[src/rtl/aim65_ram_arbiter.sv]
`default_nettype none
// ============================================================================
// Module      : aim65_ram_arbiter
// Description : Shares the AIM65 main RAM (32 KB below 0x8000) between the
//               6502 CPU and a secondary DMA requester (ioctl loader, debug
//               port). Each access runs IDLE -> ACCESS -> ACK. CPU has
//               priority. An optional fairness counter bounds DMA starvation.
// Revision    : 1.0 - initial release
// ----------------------------------------------------------------------------
// Parameters  : STARVE_LIMIT - consecutive CPU grants with DMA pending before
//                              DMA is forced through (1..15, fairness only)
// Build macro : AIM65_ARB_FAIRNESS_EN - enables the starvation counter; when
//               undefined, arbitration is strict CPU priority.
// Ports       :
//   clk                    system clock
//   reset_n                asynchronous active-low reset
//   cpu_req/we/addr/wdata  CPU request (level, held until cpu_ack)
//   cpu_ack                one-cycle CPU completion pulse
//   dma_req/we/addr/wdata  DMA request (level, held until dma_ack)
//   dma_ack                one-cycle DMA completion pulse
//   rdata                  data of the last completed read
//   ram_addr/we/din        RAM address, write strobe and write data
//   ram_dout               RAM read data, one cycle after ram_addr
//   busy                   high in ACCESS and ACK
// ============================================================================
module aim65_ram_arbiter #(
  parameter int STARVE_LIMIT = 4
) (
  input  logic        clk,
  input  logic        reset_n,
  input  logic        cpu_req,
  input  logic        cpu_we,
  input  logic [14:0] cpu_addr,
  input  logic [7:0]  cpu_wdata,
  output logic        cpu_ack,
  input  logic        dma_req,
  input  logic        dma_we,
  input  logic [14:0] dma_addr,
  input  logic [7:0]  dma_wdata,
  output logic        dma_ack,
  output logic [7:0]  rdata,
  output logic [14:0] ram_addr,
  output logic        ram_we,
  output logic [7:0]  ram_din,
  input  logic [7:0]  ram_dout,
  output logic        busy
);

  typedef enum logic [1:0] {
    S_IDLE   = 2'd0,
    S_ACCESS = 2'd1,
    S_ACK    = 2'd2
  } state_t;

  localparam logic c_OWNER_CPU = 1'b0;
  localparam logic c_OWNER_DMA = 1'b1;

  // Reject an out-of-range limit at elaboration rather than silently
  // truncating it into the 4-bit counter compare.
  if ((STARVE_LIMIT < 1) || (STARVE_LIMIT > 15)) begin : g_bad_starve_limit
    $error("aim65_ram_arbiter: STARVE_LIMIT must be in 1..15");
  end

  state_t      r_state;
  logic        r_owner;
  logic        r_we;
  logic        r_cpu_ack;
  logic        r_dma_ack;
  logic [7:0]  r_rdata;
  logic [14:0] r_ram_addr;
  logic        r_ram_we;
  logic [7:0]  r_ram_din;
  logic        r_busy;

  logic        w_any_req;
  logic        w_force_dma;
  logic        w_dma_wins;

`ifdef AIM65_ARB_FAIRNESS_EN
  localparam logic [3:0] c_STARVE_LIMIT = 4'(STARVE_LIMIT);
  logic [3:0] r_starve_cnt;
  assign w_force_dma = (r_starve_cnt == c_STARVE_LIMIT);
`else
  assign w_force_dma = 1'b0;
`endif

  assign w_any_req  = cpu_req | dma_req;
  // DMA takes the slot when the CPU is idle, or when the starvation
  // counter has reached its limit while both are asking.
  assign w_dma_wins = dma_req & (~cpu_req | w_force_dma);

  always_ff @(posedge clk or negedge reset_n) begin
    if (!reset_n) begin
      r_state    <= S_IDLE;
      r_owner    <= c_OWNER_CPU;
      r_we       <= 1'b0;
      r_cpu_ack  <= 1'b0;
      r_dma_ack  <= 1'b0;
      r_rdata    <= 8'h00;
      r_ram_addr <= 15'd0;
      r_ram_we   <= 1'b0;
      r_ram_din  <= 8'h00;
      r_busy     <= 1'b0;
`ifdef AIM65_ARB_FAIRNESS_EN
      r_starve_cnt <= 4'd0;
`endif
    end else begin
      case (r_state)
        S_IDLE: begin
          if (w_any_req) begin
            r_state <= S_ACCESS;
            r_busy  <= 1'b1;
            // Latch the winner straight into the RAM-facing registers so
            // the strobe, address and data appear together in ACCESS.
            if (w_dma_wins) begin
              r_owner    <= c_OWNER_DMA;
              r_we       <= dma_we;
              r_ram_we   <= dma_we;
              r_ram_addr <= dma_addr;
              r_ram_din  <= dma_wdata;
`ifdef AIM65_ARB_FAIRNESS_EN
              r_starve_cnt <= 4'd0;
`endif
            end else begin
              r_owner    <= c_OWNER_CPU;
              r_we       <= cpu_we;
              r_ram_we   <= cpu_we;
              r_ram_addr <= cpu_addr;
              r_ram_din  <= cpu_wdata;
`ifdef AIM65_ARB_FAIRNESS_EN
              // Only grants that actually bypass a waiting DMA count.
              if (!dma_req) begin
                r_starve_cnt <= 4'd0;
              end else if (r_starve_cnt != 4'hF) begin
                r_starve_cnt <= r_starve_cnt + 4'd1;
              end
`endif
            end
          end
        end

        S_ACCESS: begin
          r_state  <= S_ACK;
          r_ram_we <= 1'b0;
          if (r_owner == c_OWNER_DMA) begin
            r_dma_ack <= 1'b1;
          end else begin
            r_cpu_ack <= 1'b1;
          end
          // The RAM answers one cycle after the address went out, so the
          // read data is present on the edge that enters ACK.
          if (!r_we) begin
            r_rdata <= ram_dout;
          end
        end

        S_ACK: begin
          r_state   <= S_IDLE;
          r_cpu_ack <= 1'b0;
          r_dma_ack <= 1'b0;
          r_busy    <= 1'b0;
        end

        default: begin
          r_state   <= S_IDLE;
          r_cpu_ack <= 1'b0;
          r_dma_ack <= 1'b0;
          r_ram_we  <= 1'b0;
          r_busy    <= 1'b0;
        end
      endcase
    end
  end

  assign cpu_ack  = r_cpu_ack;
  assign dma_ack  = r_dma_ack;
  assign rdata    = r_rdata;
  assign ram_addr = r_ram_addr;
  assign ram_we   = r_ram_we;
  assign ram_din  = r_ram_din;
  assign busy     = r_busy;

endmodule
`default_nettype wire

[config.mk]
export PLATFORM = sky130hd
export DESIGN_NAME = aim65_ram_arbiter
export DESIGN_NICKNAME = d
export VERILOG_FILES = /design/src/rtl/aim65_ram_arbiter.sv
export SDC_FILE = /design/constraint.sdc
export NUM_CORES = 1
export LEC_CHECK = 0
export ABC_AREA = 1
export CORE_MARGIN = 2
export CORE_UTILIZATION = 40
export DETAILED_ROUTE_END_ITERATION = 10
export GPL_TIMING_DRIVEN = 0
export HOLD_SLACK_MARGIN = 0.12
export PLACE_DENSITY = 0.8
export SLEW_MARGIN = 20
export SYNTH_ARGS = -nofsm -noshare
export SYNTH_HDL_FRONTEND = slang
export SYNTH_SLANG_ARGS = --single-unit
[constraint.sdc]
create_clock -name clk -period 1.5 [get_ports clk]
set_input_delay 0.45 -clock clk [delete_from_list [all_inputs] [get_ports clk]]
set_output_delay 0.45 -clock clk [all_outputs]
set_load 0.1 [all_outputs]
==> flow_metrics.tcl <==
set metrics [dict create \
    yosys.area.top_type_share 0.505 \
    drc_errors 0 \
    route.top_layer_used "met4" \
    layout-area-overhead-vs-synth_pct 54.9 \
    die_outline_area_um2 5410 \
    critPathMaxStageDelay_ns 0.37 \
    library_cell_contributing_the_largest_single_delay_on_the_critical_path "sky130_fd_sc_hd__dfrtp_1" \
    timing_worst_slew_pin_value_ns 0.447 \
    post-synth-top-count-cell "sky130_fd_sc_hd__nand2_1" \
    htree_levels 2 \
    critical_path_arrival_ns 0.96 \
    initial_core_util 0.412 \
    cp_endpoint_kind "primary output" \
    grt_first_pass_wirelength_mm 8.18 \
    syn-instance-count 244 \
    worstRegToRegCells 5 \
    dr_wl_met3_um 321 \
    synth-async-reset-ratio 1.00 \
    rsz0062_at_grt "false" \
    numPortBuffers 93 \
    clock_tree.buffer_depth 2 \
    clock-sinks 39 \
    ctsRootBufferMaster "sky130_fd_sc_hd__clkbuf_8" \
    grt_start_max_net_pins 23 \
    hold_path.startpoint "rdata[5]" \
    yosysWarnings 0 \
    crit_fanout 2 \
    total_number_of_vias 1929 \
    die-height_um 73.5 \
    path_clk_slew_ns 0.08 \
    min_period_over_period 0.939 \
    timing.max_cap.violations 0 \
    io-pin-count 95 \
    detailedRoute.firstIterationViolations 66 \
    finalWirelength_mm 5.06 \
    startpoint_type "register" \
    grt_antenna_before_repair 0 \
    post_synth_main_area_contributors "sky130_fd_sc_hd__dfrtp_1 50%, sky130_fd_sc_hd__nand2_1 24%, sky130_fd_sc_hd__nand3_1 8.5%" \
    finalCriticalPeriod_ns 1.41 \
    worstReg2RegEnd "r_we" \
    cp_num_buf_inv 1 \
    synth.distinct_cells 17 \
    timing.slew.headroom 0.702 \
    synth_top_flop_cell "sky130_fd_sc_hd__dfrtp_1" \
    netlist_top_cells_count "126 x sky130_fd_sc_hd__nand2_1, 39 x sky130_fd_sc_hd__dfrtp_1, 33 x sky130_fd_sc_hd__nand3_1" \
    synth_area_um2 1930 \
    timing.critical_path.required_ns 1.05 \
    finalHoldViolCount 0 \
    syn_area_per_cell_um2 7.92 \
    synth_sequential_area_ratio 0.505 \
    worst_path_setup_slack_after_routing_ns 0.0920 \
    hold_path_class "reg -> reg" \
    dp.final_hpwl_mm 3.78 \
    nets 406 \
    finalSetupViolCount 0 \
    diodes 0 \
    wl_met1_mm 2.16 \
    cts.repair_timing.setup_buffer_count 0 \
    worst-r2r-setup-slack_ns 0.30 \
    gr-usage-all-layers 0.196 \
    multiInputGateArea_um2 826 \
    r2r-start "r_state[1]" \
    grt_pass1_vias 1822 \
    tritoncts "done" \
    layout-drive-gt1-share 0.239 \
    postSynthNetCount 304 \
    critical_path.cell_chain "buf_4" \
    gpl.final_weighted_congestion 0.815 \
    critPathTopFamily "flip-flops" \
    route.antenna.remaining_nets 0 \
    synth_edf_count 0 \
    die_w_um 73.5 \
    std_cell_rows 25 \
    worstHoldPathCells 2 \
    most_area_hungry_cell_type_in_the_yosys_netlist "sky130_fd_sc_hd__dfrtp_1" \
    ys_ff_latch 39 \
    wl_per_cell_um 12.6 \
    hold_path_end "rdata[5]" \
    core_area_um2 4690 \
    clock-skew-final_ns 0.00533 \
    drv_slew 0 \
    dp_worst_setup_slack_ns -0.433 \
    tritoncts.num_buffers 5 \
    max_clock_freq_mhz 710 \
    met2_wirelength_mm 2.52 \
    filler_cell_count 437 \
    setup.worst_path.class "reg -> out" \
    insertion_delay_ns 0.29 \
    globalRoute.totalOverflow 0 \
    result_of_the_run "finished, final reports clean" \
    firstDrtPassIters 5 \
    ff_latch_area_um2 976 \
    avgViaCountPerCell 4.81 \
]
cells in the final DEF (no fill, tap or decap):
cell / count
sky130_fd_sc_hd__buf_4: 39
sky130_fd_sc_hd__buf_12: 2
sky130_fd_sc_hd__nor2_2: 1
sky130_fd_sc_hd__nor2_1: 4
sky130_fd_sc_hd__buf_6: 1
sky130_fd_sc_hd__clkinv_4: 1
sky130_fd_sc_hd__clkbuf_8: 5
sky130_fd_sc_hd__clkinv_2: 1
sky130_fd_sc_hd__nand2_2: 19
sky130_fd_sc_hd__dlygate4sd3_1: 1
sky130_fd_sc_hd__nand3_1: 33
sky130_fd_sc_hd__nand2_4: 2
sky130_fd_sc_hd__o21ai_0: 1
sky130_fd_sc_hd__buf_2: 6
sky130_fd_sc_hd__bufinv_16: 1
sky130_fd_sc_hd__inv_8: 1
sky130_fd_sc_hd__nand2_1: 126
sky130_fd_sc_hd__dfrtp_1: 39
sky130_fd_sc_hd__clkinv_1: 1
sky130_fd_sc_hd__nand2_8: 1
sky130_fd_sc_hd__inv_1: 2
sky130_fd_sc_hd__clkdlybuf4s50_1: 57
sky130_fd_sc_hd__buf_16: 1
sky130_fd_sc_hd__inv_2: 2
stage by stage:
step                      cell area, µm²  instances  hold WS [ns]  TNS, ns   util
after floorplan                     1930        244         0.154        0      -
after global placement              2930        391         0.453   -56.96  0.625
after detailed placement            2950        392         0.421   -18.66  0.630
after CTS                           2990        401         0.480        0  0.637
after global routing                2990        401         0.507        0  0.638
final                               2990        401         0.474        0  0.638
per-layer routing:
metal	track usage	vias up
li1	-	956
met1	0.244	900
met2	0.337	66
met3	0.0508	7
met4	0.0505	0
met5	0	-
registers in the layout, summed over array words and instances (netlist names):
signal and flops:
rdata 8, cpu_ack 1, ram_we 1, r_owner 1, dma_ack 1, ram_addr 15, r_we 1, r_state 2
ram_din 8, busy 1
cell families after synthesis:
family	count (synthesis)	synth area share
buffers and inverters	18	0.0705
and+or+nand+nor	186	0.422
AOI/OAI and AO/OA	1	0.00259
DFF	39	0.505
how the worst max path moves through the flow:
stage / to / slack (ns) / start / cells past startpoint
after floorplan: cpu_ack / 0.15 / cpu_ack / 0
after global placement: ram_din[3] / -0.99 / reset_n / 1
after detailed placement: ram_addr[2] / -0.43 / ram_addr[2] / 1
after CTS: ram_addr[12] / 0.08 / ram_addr[12] / 1
after global routing: ram_addr[9] / 0.05 / cpu_req / 8
final: ram_addr[12] / 0.09 / ram_addr[12] / 1
cell type report:
cell class	instances	share of cell area
Tap cell	54	0.0226
Sequential cell	39	0.326
Buffer	12	0.0355
Multi-Input combinational cell	187	0.276
Clock inverter	3	0.0146
Clock buffer	5	0.0230
Inverter	6	0.0100
Timing Repair Buffer	95	0.293
repair_timing:
action	CTS	global route
gates resized for setup	210	1
endpoints found under the setup margin	35	1
hold buffers	1	0
gates cloned	0	0
hold endpoints to repair	17	0
Power is not shown: default switching activity piles up to over one toggle a cycle in this logic, so the estimate is an artifact.
